File: src/rtl/div_result_bcd.sv
// rtl/div_result_bcd.sv - double-dabble BCD converter for the Divide result word
// DIV_BCD_SPLIT_EN: convert quotient/remainder nibbles separately (2 digits each) instead of the whole byte.
module div_result_bcd (
    input  logic        clk,
    input  logic        rst_n,
    input  logic        in_valid,
    output logic        in_ready,
    input  logic [7:0]  result,
    output logic        out_valid,
    input  logic        out_ready,
    output logic [15:0] bcd
);

    typedef enum logic [1:0] {S_IDLE, S_SHIFT, S_DONE} state_t;

`ifdef DIV_BCD_SPLIT_EN
    localparam logic [3:0] N_STEPS = 4'd4;
`else
    localparam logic [3:0] N_STEPS = 4'd8;
`endif

    state_t      r_state;
    state_t      w_next;
    logic [3:0]  r_cnt;
    logic [7:0]  r_shift;
    logic [15:0] r_digits;
    logic [15:0] w_digits_next;
    logic [7:0]  w_shift_next;

    // Add-3-then-shift for one digit; the digit's carry-out is (d >= 5), taken by the next digit up.
    function automatic logic [3:0] dd_step(input logic [3:0] d, input logic cin);
        if (d >= 4'd5) begin
            dd_step = {d[2:0] + 3'd3, cin};
        end else begin
            dd_step = {d[2:0], cin};
        end
    endfunction

    always_comb begin
        w_digits_next = '0;
        w_shift_next  = '0;
`ifdef DIV_BCD_SPLIT_EN
        w_digits_next[3:0]   = dd_step(r_digits[3:0],   r_shift[3]);
        w_digits_next[7:4]   = dd_step(r_digits[7:4],   r_digits[3:0] >= 4'd5);
        w_digits_next[11:8]  = dd_step(r_digits[11:8],  r_shift[7]);
        w_digits_next[15:12] = dd_step(r_digits[15:12], r_digits[11:8] >= 4'd5);
        w_shift_next         = {r_shift[6:4], 1'b0, r_shift[2:0], 1'b0};
`else
        w_digits_next[3:0]   = dd_step(r_digits[3:0],   r_shift[7]);
        w_digits_next[7:4]   = dd_step(r_digits[7:4],   r_digits[3:0] >= 4'd5);
        w_digits_next[11:8]  = dd_step(r_digits[11:8],  r_digits[7:4] >= 4'd5);
        w_digits_next[15:12] = dd_step(r_digits[15:12], r_digits[11:8] >= 4'd5);
        w_shift_next         = {r_shift[6:0], 1'b0};
`endif
    end

    always_ff @(posedge clk) begin
        if (!rst_n) begin
            r_state <= S_IDLE;
        end else begin
            r_state <= w_next;
        end
    end

    always_comb begin
        w_next = r_state;
        case (r_state)
            S_IDLE:  if (in_valid) w_next = S_SHIFT;
            S_SHIFT: if (r_cnt == 4'd1) w_next = S_DONE;
            S_DONE:  if (out_ready) w_next = S_IDLE;
            default: w_next = S_IDLE;
        endcase
    end

    always_comb begin
        in_ready  = (r_state == S_IDLE);
        out_valid = (r_state == S_DONE);
    end

    always_ff @(posedge clk) begin
        if (!rst_n) begin
            r_cnt    <= '0;
            r_shift  <= '0;
            r_digits <= '0;
        end else begin
            case (r_state)
                S_IDLE: begin
                    if (in_valid) begin
                        r_shift  <= result;
                        r_digits <= '0;
                        r_cnt    <= N_STEPS;
                    end
                end
                S_SHIFT: begin
                    r_shift  <= w_shift_next;
                    r_digits <= w_digits_next;
                    r_cnt    <= r_cnt - 4'd1;
                end
                default: begin
                end
            endcase
        end
    end

    assign bcd = r_digits;

endmodule

File: config.mk
export PLATFORM = sky130hd
export DESIGN_NAME = div_result_bcd
export DESIGN_NICKNAME = d
export VERILOG_FILES = /design/src/rtl/div_result_bcd.sv
export SDC_FILE = /design/constraint.sdc
export NUM_CORES = 1
export LEC_CHECK = 0
export ABC_AREA = 1
export CAP_MARGIN = 0
export CORE_MARGIN = 2
export CORE_UTILIZATION = 28
export CTS_CLUSTER_SIZE = 25
export DETAILED_ROUTE_END_ITERATION = 12
export RECOVER_POWER = 100
export SYNTH_ARGS = -nofsm -noshare
export SYNTH_HDL_FRONTEND = slang
export SYNTH_SLANG_ARGS = --single-unit
File: constraint.sdc
create_clock -name clk -period 1.3 [get_ports clk]
set_input_delay 0.13 -clock clk [delete_from_list [all_inputs] [get_ports clk]]
set_output_delay 0.13 -clock clk [all_outputs]
set_load 0.01 [all_outputs]
==> flow_metrics.tcl, run 1 <==
set metrics [dict create \
    status "complete, no violations" \
    portBuffers 29 \
    hold_ws_ns 0.4444 \
    grt_usage_pct 11.74 \
    layout-drive-gt1-share_pct 12.35 \
    switching_share_pct 24.93 \
    pwr-share-seq_pct 49.1 \
    slew_headroom_pct 84.56 \
    synth_top_family_by_area "simple AND/OR/NAND/NOR gates" \
    ys_types 22 \
    wirelength_mm 3.287 \
    finalPower_mw 2.005 \
    start_util_pct 29.49 \
    die-area_mm2 0.006054 \
    fin_setup_tns_ns 0 \
    dr_total_vias 1409 \
    irDropWorstVdd_mv 0.4440 \
    syn_nets 234 \
    core_mm2 0.005172 \
    routabilityCongestion 0.8303 \
    vias_per_cell 4.389 \
    diodes 0 \
    grt_antenna_before_repair 0 \
    leakage_nw 0.8981 \
    cp.arrival_ns 1.38 \
    synthMuxAreaShare_pct 0 \
    synth-compound-area-share_pct 12.88 \
    p_per_area_mw_per_mm2 984.3 \
    dp_slack_ns 0.02501 \
    synthesis.area_mm2 0.001525 \
    path_clk_slew_ns 0.06 \
    grt-ovfl-total 0 \
    synth_xor_area_share_pct 0 \
    dr.pass1.iters 4 \
    cts_buffers 5 \
    fin_crit_sh_pct 90.65 \
    max_cap_viol_count 0 \
    hold_viol 0 \
    grt_pass1_wl_mm 5.747 \
    worstSetupPathType "reg -> reg" \
    ant_nets 0 \
    cp-end-kind "register" \
    path_max_fanout 4 \
    setup_viol 0 \
    worstPathRequired_ns 1.51 \
    synth_seq_cells 30 \
    slew_viol_final 0 \
    setup.worst_path.start_class "register" \
    synthCells 212 \
    fmax_mhz 848.6 \
    boundaryPins 30 \
    drcViolationCount 0 \
    drtIter0Drc 80 \
    synth_area_per_cell_um2 7.194 \
    cts_hold_buf 0 \
    synthAdderAreaFrac_pct 8.203 \
    die_x_um 77.81 \
    grt_max_degree 28 \
    switchingPower_mw 0.4999 \
    fin_worst_skew_ns 0.009548 \
    clockBufferDepth 2 \
    tightest_slew_ns 0.2298 \
    synth-simple-area-share_pct 29.94 \
    holdCritPathClass "in -> reg" \
    clk_latency_ns 0.27 \
    fp.dieH_um 77.81 \
    clock-sinks 30 \
    min_period_ns 1.178 \
    synth_warnings 0 \
    htree_levels 2 \
    wl_per_cell_um 10.24 \
    dp_hpwl_mm 2.328 \
    power_frac_clock_pct 37.6 \
    rsz0062_at_grt "false" \
    ys_seq_area_share_pct 39.38 \
    combPwrFrac_pct 13.3 \
    grt_pass1_vias 1369 \
    cts_root_buf "clkbuf_8" \
    fin_nets 272 \
    cts_tree "done" \
    internal_power_mw 1.505 \
    rows 26 \
    setup_ws_ns 0.1216 \
    synthToLayoutAreaGrowth_pct 33.55 \
    fin_util_pct 39.38 \
]
## critical path, cell delays in order (launching register included)
cell and delay [ns]:
dfxtp_1 0.32, inv_1 0.09, ha_1 0.17, inv_1 0.04
nand2_1 0.11, nand3_1 0.13, nand2_1 0.08, nand3_1 0.06
a21oi_1 0.12
## cells in the mapped netlist
master    count  area [um^2]
ha_1         10        125.1
nand3_1      19        95.09
o21bai_1      4        30.03
nor2_4        1        11.26
inv_1        24        90.09
inv_2         3        11.26
a21oi_1      21        105.1
o21ai_0       2        10.01
nand2_1      63        236.5
a31oi_1       6        37.54
nand4_1       8        50.05
buf_4         2        15.01
nor2_1        6        22.52
nor3_1        2        10.01
nor2_2        1        6.260
nand2_2       3        18.77
and2_1        1        6.260
o22ai_1       1        6.260
buf_6         2        22.52
dfxtp_1      30        600.6
clkbuf_1      2        7.510
o211ai_1      1        7.510
## cells in the final DEF, fill, tap and decap left out
master	instances
a21oi_1	21
a31oi_1	6
and2_0	1
buf_12	2
buf_4	5
buf_6	1
clkbuf_1	1
clkbuf_8	6
clkdlybuf4s50_1	11
clkinv_2	1
dfxtp_1	25
dfxtp_2	5
dlygate4sd2_1	18
ha_1	10
inv_1	25
inv_2	2
nand2_1	61
nand2_2	5
nand3_1	17
nand3_2	2
nand4_1	8
nor2_1	6
nor2_2	1
nor2_4	1
nor3_1	2
o211ai_1	1
o21ai_0	2
o21bai_1	4
o22ai_1	1
## metal layers
| layer | vias to the layer above | share of wire [%] | routed length, um | global-route usage [%] |
|---|---|---|---|---|
| met5 | - | 0 | 0 | 0 |
| met4 | 0 | 1.2 | 38 | 3.750 |
| met2 | 19 | 47 | 1559 | 20.43 |
| met3 | 5 | 2.7 | 88 | 3.140 |
| li1 | 770 | - | - | - |
| met1 | 615 | 49 | 1600 | 13.93 |
## area by class of cell
type                    instances  area [um^2]
clock buffers                   7        86.33
clock inverters                 1        5.005
fillers                       557         3136
inverters                      27        101.3
multi-input cells             149        793.3
flip-flops and latches         30        606.8
well taps                      70        87.58
repair buffers                 37        356.6
## path summary, 6_finish.rpt
path	endpoint	slack [ns]	cells after the start	startpoint
max	bcd[10]	0.12	8	bcd[9]
min	r_shift[3]	0.44	3	result[3]
max reg2reg	bcd[10]	0.12	8	bcd[9]
min reg2reg	r_shift[1]	0.47	2	r_shift[1]
## registers in the layout (all words and copies together) (netlist names)
name / flops
r_state: 2
r_shift: 8
r_cnt: 4
bcd: 16
## logic make-up (layout without fill, tap and decap cells)
logic type | Yosys count | in the layout
flip-flops | 30 | 30
adder cells (fa/ha/maj) | 10 | 10
AND/OR/NAND/NOR | 104 | 104
AO/OA/AOI/OAI | 35 | 35
buffers and inverters | 33 | 72
## through the flow
step                      instances  area, um^2
final                           321        2037
after detailed placement        313        1956
after global routing            321        2037
after CTS                       321        2029
after floorplan                 212        1525
after global placement          313        1956
## power by group through the flow
stage | Sequential, mW | Combinational [mW] | Clock [mW]
finish | 0.984 | 0.267 | 0.754
global route | 0.989 | 0.304 | 0.831
CTS | 0.983 | 0.281 | 0.784
detailed placement | 1.00 | 0.284 | 0
global placement | 1.00 | 0.282 | 0
floorplan | 0.998 | 0.167 | 0
## timing repair
item,4_1_cts,5_1_grt
endpoints found under the hold margin,0,0
gates resized for setup,22,6
buffers inserted,0,0
endpoints found under the setup margin,18,9
Power figures use the tool's default switching activity.
==> inputs of run 2 (changes only) <==
--- a/config.mk
+++ b/config.mk
@@ -7,10 +7,11 @@
 export LEC_CHECK = 0
 export ABC_AREA = 1
 export CAP_MARGIN = 0
-export CORE_MARGIN = 2
-export CORE_UTILIZATION = 28
+export CORE_ASPECT_RATIO = 0.75
+export CORE_UTILIZATION = 51
 export CTS_CLUSTER_SIZE = 25
 export DETAILED_ROUTE_END_ITERATION = 12
+export PLACE_DENSITY = 0.79
 export RECOVER_POWER = 100
 export SYNTH_ARGS = -nofsm -noshare
 export SYNTH_HDL_FRONTEND = slang
==> run 2 against run 1 <==
Routed wire length grew 2.7%. Clock power grew 18%. Core utilization grew 34 points. Highest routed layer unchanged. Combinational power shrank 3%. Flip-flop and latch count is the same. Setup slack lost 0.059 ns.
==> flow_metrics.tcl, run 2 (synthesis gave the netlist of run 1 again) <==
set metrics [dict create \
    cp-end-kind "register" \
    leakage_nw 0.9087 \
    switchingPower_mw 0.5265 \
    fin_cells 289 \
    pwr-share-seq_pct 46.2 \
    start_util_pct 56.02 \
    layout_commonest_cell "nand2_1" \
    fmax_mhz 807.9 \
    grt_pass1_wl_mm 5.554 \
    placed_area_mm2 0.001891 \
    dp_hpwl_mm 2.341 \
    cts_tree "done" \
    grt_usage_pct 22.97 \
    clk_latency_ns 0.28 \
    fin_crit_sh_pct 95.21 \
    dr.pass1.iters 5 \
    internal_power_mw 1.603 \
    min_period_ns 1.238 \
    layout_common_cells "59 x nand2_1, 27 x dfxtp_1, 24 x inv_1, 21 x a21oi_1, 18 x dlygate4sd2_1" \
    die-area_mm2 0.003216 \
    die_x_um 65.15 \
    cts_hold_buf 0 \
    rows 16 \
    htree_levels 2 \
    grt-ovfl-total 0 \
    fin_worst_skew_ns 0.002623 \
    core_mm2 0.002723 \
    tightest_slew_ns 0.2190 \
    cts_buffers 5 \
    power_frac_clock_pct 41.6 \
    diodes 0 \
    worstSetupPathType "reg -> reg" \
    fillers 213 \
    portBuffers 29 \
    layout-drive-gt1-share_pct 14.23 \
    dp_slack_ns -0.05557 \
    cts_root_buf "clkbuf_8" \
    status "complete, no violations" \
    grt_max_degree 24 \
    holdCritPathClass "in -> reg" \
    slew_headroom_pct 85.28 \
    fin_setup_tns_ns 0 \
    largest_register_ffs 16 \
    wl_per_cell_um 11.68 \
    dr_total_vias 1495 \
    wirelength_mm 3.376 \
    multi_input_area_um2 805.8 \
    max_cap_viol_count 0 \
    slew_viol_final 0 \
    drcViolationCount 0 \
    path_max_fanout 5 \
    fp.dieH_um 49.36 \
    finalPower_mw 2.130 \
    switching_share_pct 24.72 \
    cp.arrival_ns 1.41 \
    regArea_um2 604.3 \
    combPwrFrac_pct 12.2 \
    p_per_area_mw_per_mm2 1062 \
    worstPathRequired_ns 1.47 \
    ant_nets 0 \
    setup.worst_path.start_class "register" \
    dp.cells 281 \
    drtIter0Drc 99 \
    boundaryPins 30 \
    irDropWorstVdd_mv 0.7602 \
    synthToLayoutAreaGrowth_pct 31.50 \
    postCtsSetupBuffers 0 \
    routabilityCongestion 0.8587 \
    path_clk_slew_ns 0.06 \
    grt_pass1_vias 1257 \
    grt_antenna_before_repair 0 \
    hold_ws_ns 0.4126 \
    setup_viol 0 \
    clockBufferDepth 2 \
    fin_nets 274 \
    fin_util_pct 73.67 \
    final_cell_area_mm2 0.002006 \
    vias_per_cell 5.173 \
    setup_ws_ns 0.06221 \
    clock-sinks 30 \
    hold_viol 0 \
]
## run 2: cell types whose count changed in the layout (fill, tap and decap cells not counted), moves of 2 or more
cell,change
buf_12,-2
buf_4,+3
clkbuf_8,+2
dfxtp_1,+2
dfxtp_2,-2
nand2_1,-2
nand2_2,+2
## run 2: final timing paths
kind | start | end | slack [ns] | depth (start not counted)
worst min register to register | r_shift[0] | r_shift[0] | 0.47 | 2
worst max register to register | bcd[4] | bcd[5] | 0.06 | 8
worst max-delay path | bcd[4] | bcd[5] | 0.06 | 8
worst min-delay path | result[0] | r_shift[0] | 0.41 | 3
## run 2: critical path: stages, from the launching register on
cell and delay, ns:
dfxtp_1 0.41, inv_1 0.08, ha_1 0.22, inv_1 0.07, nand2_2 0.07, nand3_2 0.09, nand2_1 0.06, nand3_1 0.08
a21oi_1 0.06
## run 2: layer usage
layer	vias to the layer above	share of wire [%]	global-route usage [%]
li1	773	-	-
met1	667	51	32.90
met2	51	41	31.42
met3	4	7.0	6.542
met4	0	1.2	10.51
met5	-	0	0
## run 2: what timing repair did
item                                   in CTS  in global routing
gates resized for setup                    21                 12
setup endpoints to repair                  18                 14
endpoints found under the hold margin       0                  0
## run 2: final cells by class
type	count	area share (%)
sequential	30	30.13
tap	36	2.246
multi-input combinational	149	40.17
clock buffer	8	5.490
timing repair buffer	39	16.78
inverter	27	5.178
## run 2: power groups by stage
stage,Sequential (mW),Combinational [mW],Clock (mW)
after floorplan,0.998,0.167,0
after global placement,1.00,0.259,0
after detailed placement,1.00,0.262,0
after CTS,0.983,0.260,0.905
after global routing,0.989,0.290,0.944
final,0.984,0.260,0.886
==> edit 1: new RTL, config.mk and constraints of run 1 <==
Reset style: asynchronous (`rst_n`), changed in 2 clocked blocks.
--- a/src/rtl/div_result_bcd.sv
+++ b/src/rtl/div_result_bcd.sv
@@ -55,5 +55,5 @@
     end
 
-    always_ff @(posedge clk) begin
+    always_ff @(posedge clk or negedge rst_n) begin
         if (!rst_n) begin
             r_state <= S_IDLE;
@@ -78,5 +78,5 @@
     end
 
-    always_ff @(posedge clk) begin
+    always_ff @(posedge clk or negedge rst_n) begin
         if (!rst_n) begin
             r_cnt    <= '0;
Behaviour: differs if rst_n is asserted again (counterexample within 4 cycles, from zero or initial values and one cycle with rst_n low); with rst_n held inactive, the same outputs for 10 cycles.
==> edit 1 against run 1 <==
  * Routed wire length is 6.2% higher
  * Utilization is 0.14 points higher
  * Die area is 5.4% higher
  * Design area is 7.5% higher
  * Sequential share of layout area is 4.5 points higher
  * Non-clock buffer count is 13 higher
  * Sequential cell count stayed put
  * Count of clock-buffer cells in the layout is 1 lower
  * Synthesized area is 5.7% higher
  * Clock skew is 3.7 ps lower
  * Synthesized cell count is 9.4% lower
  * Setup slack worse by 68 ps
  * Critical path type is now reg2out
  * Critical endpoint is now bcd[8]
Power is not compared: it rests on default switching activity, and its combinational part moved more than twofold at a synthesized area within 25%.
==> edit 1: results (changes against run 1) <==
| Metric | Value |
|---|---|
| Status | completed |
| Reg-to-reg startpoint | bcd[8] |
| Slew @ Worst Pin | 763.4 ps (+533.6 ps) |
| Post-synthesis sequential area ratio | 0.4658 (+0.07207) |
| Pre-Repair DR Iteration Count | 4 (unchanged) |
| First-pass GRT wire length | 5.968 mm (+3.8%) |
| Vias per cell | 4.506 (+2.7%) |
| XOR/XNOR Fraction of Synth Area | 0.005435 (+0.005435) |
| Synth top cells by count | nand2_1 (66), dfrtp_1 (30), inv_1 (21) |
| Yosys Warn Count | 0 (unchanged) |
| Total track usage | 0.1219 (+0.004502) |
| Sequential Area | 750.7 um^2 (+24%) |
| Fill count | 579 (+3.9%) |
| Setup WS pre-CTS | 36.76 ps (+11.76 ps) |
| Hold Crit Start | result[0] |
| Area contributors post-synth | dfrtp_1 (47%), nand2_1 (15%), ha_1 (7.8%) |
| Syn Nets | 214 (-8.5%) |
| Worst R2R Setup Slack | 70 ps (-50 ps) |
| Top cell type's share of synthesized area | 0.4658 (+0.07207) |
| Synth Flop Type | dfrtp_1 |
| Hold EP | r_shift[0] |
| Post-synthesis async set-or-reset flop share | 1.000 (+1.000) |
| Vias in the first global route | 1372 (+0.22%) |
| Pin count of the biggest net entering global routing | 31 (+11%) |
| Worst Reg-to-Reg Cells | 9 (+1) |
| Wire per inst | 11.04 um (+7.9%) |
| Crit path max-delay cell type | dfrtp_1 |
| Clock Pin Slew Worst Setup and Hold Paths | 60 ps (about the same) |
| Hold path depth | 3 (unchanged) |
| # placed instances | 300 (-4.2%) |
| Layout Nets | 267 (-1.8%) |
| CP peak stage delay | 420 ps (+100 ps) |
| Compound-cell area share of the yosys netlist | 0.08618 (-0.04261) |
| Detailed Route WL | 3.490 mm (+6.2%) |
| Initial detailed-routing violation count | 65 (-19%) |
| Worst path arrival time | 1120 ps (-260 ps) |
| Post-Synth Adder-Cell Area | 0.07764 (-0.004395) |
| Area post-placement | 0.002042 mm^2 (+4.4%) |
| Cell variety after synth | 21 (-4.5%) |
| Placer Congestion | 0.8433 (+1.6%) |
| Detailed Place HPWL | 2.423 mm (+4.1%) |
## edit 1: worst max-delay path by stage
stage | start | end | slack (ps)
finish | bcd[8] | bcd[8] | 50
global placement | bcd[8] | bcd[10] | 50
detailed placement | bcd[8] | bcd[10] | 40
global route | bcd[9] | bcd[9] | -30
floorplan | bcd[0] | bcd[1] | 110
CTS | bcd[14] | bcd[14] | 0.01
## edit 1: routing by layer
metal,vias up,share of wire,GRT usage
li1,727,-,-
met1,665,0.49,0.1557
met2,28,0.45,0.1866
met3,4,0.045,0.03620
met4,0,0.016,0.06102
met5,-,0,0
## edit 1: cells by family (layout without fill, tap and decap cells)
kind of cell / count (synthesis) / after routing
flops: 30 / 30
compound gates: 21 / 21
xor+xnor: 1 / 1
buf+inv: 28 / 80
fa+ha+maj: 10 / 10
simple gates: 102 / 102
## edit 1: area by class of cell
cell class,instances,share of cell area
Sequential cell,30,0.3429
Timing Repair Buffer,50,0.1931
Clock buffer,6,0.03771
Tap cell,72,0.04114
Multi-Input combinational cell,134,0.3429
Inverter,24,0.04229
## edit 1: per-stage QoR
stage	total power (uW)	hold WS, ps
2_1_floorplan	3715	-165.6
3_3_place_gp	4745	460.7
3_5_place_dp	4799	463.2
4_1_cts	5504	218.3
5_1_grt	6213	392.4
6_report	5626	394.3
## edit 1: where the power goes
part | total, uW | leakage [uW] | switching, uW | internal, uW
clock network | 737 | 0.0000431 | 329 | 407
registers | 1660 | 0.000375 | 270 | 1390
logic | 3230 | 0.000707 | 1790 | 1440
## edit 1: worst max-delay path, delay by kind of cell, from the launching register on
kind,cells,cell delay [ps]
DFF,1,420
buffers and inverters,2,420
## edit 1: what timing repair did
action / CTS / global route
gates resized for setup: 16 / 16
endpoints found under the setup margin: 18 / 14
setup buffers: 5 / 5
cloned: 0 / 0
pin swaps: 0 / 3
endpoints found under the hold margin: 0 / 0
==> edit 2: new RTL, settings of run 1 <==
Made on the original files. Add a define of `DIV_BCD_SPLIT_EN`.
--- a/src/rtl/div_result_bcd.sv
+++ b/src/rtl/div_result_bcd.sv
@@ -1,4 +1,6 @@
 // rtl/div_result_bcd.sv - double-dabble BCD converter for the Divide result word
 // DIV_BCD_SPLIT_EN: convert quotient/remainder nibbles separately (2 digits each) instead of the whole byte.
+`define DIV_BCD_SPLIT_EN
+
 module div_result_bcd (
     input  logic        clk,
Function: changed (Yosys sat finds a counterexample within 4 cycles, from zero or initial values and one cycle with rst_n low).
==> edit 2 against run 1 <==
  * Utilization grew 0.23 points
  * Total power shrank 1.6%
  * Clock skew shrank 6.7 ps
  * Synthesized area up 0.49%
  * Critical path depth is the same
  * Setup slack got worse by 13 ps
  * Design area grew 1.2%
  * Routed wire length is 6.0% higher
  * Worst hold slack lost 18 ps
  * Sequential share of layout area shrank 0.30 points
  * Sequential cell count unchanged
==> edit 2: results (changes against run 1) <==
| Metric | Value |
|---|---|
| Status | completed |
| Pin count of the biggest net entering global routing | 23 (-18%) |
| Syn Nets | 239 (+2.1%) |
| Clock Pin Slew Worst Setup and Hold Paths | 60 ps (about the same) |
| First-pass GRT wire length | 6.168 mm (+7.3%) |
| Placer Congestion | 0.8233 (-0.84%) |
| Vias per cell | 4.544 (+3.5%) |
| Area post-placement | 0.001963 mm^2 (+0.38%) |
| Reg-to-Reg End | bcd[13] |
| Wire per inst | 10.65 um (+4.0%) |
| Worst-Skew Late Latency | 280 ps |
| Post-synthesis sequential area ratio | 0.3918 (-0.001929) |
| Total track usage | 0.1259 (+0.008510) |
| Largest register FFs | 16 (unchanged) |
| Synth top cells by count | nand2_1 (62), dfxtp_1 (30), inv_1 (25) |
| Detailed Place HPWL | 2.464 mm (+5.8%) |
| Post-synthesis async set-or-reset flop share | 0 (unchanged) |
| Hold EP | r_shift[0] |
| Detailed Route WL | 3.483 mm (+6.0%) |
| Syn Area/Cell | 7.063 um^2 (-1.8%) |
| Setup WS pre-CTS | 3.005 ps (-22.00 ps) |
| Max VDD drop | 0.4619 mV (+4.0%) |
| Cell variety after synth | 21 (-4.5%) |
| Area contributors post-synth | dfxtp_1 (39%), nand2_1 (15%), ha_1 (8.2%) |
| Routed met3 length | 169 um (+92%) |
| Met2 wire len | 1.553 mm (-0.38%) |
| Port Buffers | 29 (unchanged) |
| Hold Crit Start | result[0] |
| Clock skew | 2.873 ps (-6.675 ps) |
| Worst Reg-to-Reg Cells | 8 (unchanged) |
| N_diodes | 0 (unchanged) |
| Initial detailed-routing violation count | 54 (-33%) |
| Uppermost layer routed | met4 |
| # placed instances | 320 (+2.2%) |
| WL met1 | 1.676 mm (+4.8%) |
| Hold WS | 426.7 ps (-17.70 ps) |
| Reg-to-reg startpoint | bcd[12] |
| Worst path arrival time | 1360 ps (-20 ps) |
| Layout cells sized above 1 | 0.1595 (+0.03603) |
| Layout Nets | 279 (+2.6%) |
| HP Class | in2reg |
| Relative slew slack | 0.8288 (-0.01680) |
| Vias in the first global route | 1468 (+7.2%) |
| Worst R2R Setup Slack | 110 ps |
| Critical path peak fanout | 5 (+1) |
| Leakage power | 0.0009521 uW (+6.0%) |
==> edit 2: cell families after synthesis <==
group	after synthesis	share of synthesized area
AOI/OAI and AO/OA	31	0.1102
DFF	30	0.3918
adders and majority gates	10	0.08163
and+or+nand+nor	110	0.3151
buffers and inverters	36	0.1012
==> edit 2: metal layers <==
layer	track usage	vias up
li1	-	781
met4	0.07193	0
met1	0.1536	664
met3	0.03837	8
met5	0	-
met2	0.1957	33
==> edit 2: report_power, final <==
group	total, uW	leakage, uW	switching, uW	internal [uW]
clock	695	0.0000383	328	367
combinational	296	0.000667	158	138
sequential	981	0.000247	23.3	958
==> edit 2: layout make-up <==
cell class / instances / area [um^2]
multi-input cells: 151 / 810.8
inverters: 28 / 105.1
well taps: 70 / 87.58
clock buffers: 7 / 76.32
repair buffers: 41 / 374.1
flip-flops and latches: 30 / 608.1
fillers: 574 / 3143
==> edit 2: how the worst max path moves through the flow <==
stage          startpoint         end  slack, ps  depth (start not counted)
5_1_grt            bcd[0]      bcd[1]         -4                          8
3_3_place_gp     in_valid      bcd[1]         50                          7
6_report          bcd[12]     bcd[13]        110                          8
2_1_floorplan      bcd[0]      bcd[1]         90                          8
4_1_cts            bcd[0]      bcd[2]         20                          8
3_5_place_dp     in_valid  r_shift[1]          3                          6
==> edit 2: worst max-delay path, stage by stage (launching register included) <==
cell,delay (ps)
dfxtp_2,370
inv_1,70
ha_2,190
inv_1,60
nand2_2,70
nand3_1,120
nand2_1,80
nand3_1,70
a21oi_1,50
==> edit 2: repair_timing <==
action	CTS	global route
pin swaps	0	0
endpoints found under the setup margin	18	12
hold buffers	0	0
buffers inserted	0	0
resized for setup	20	16
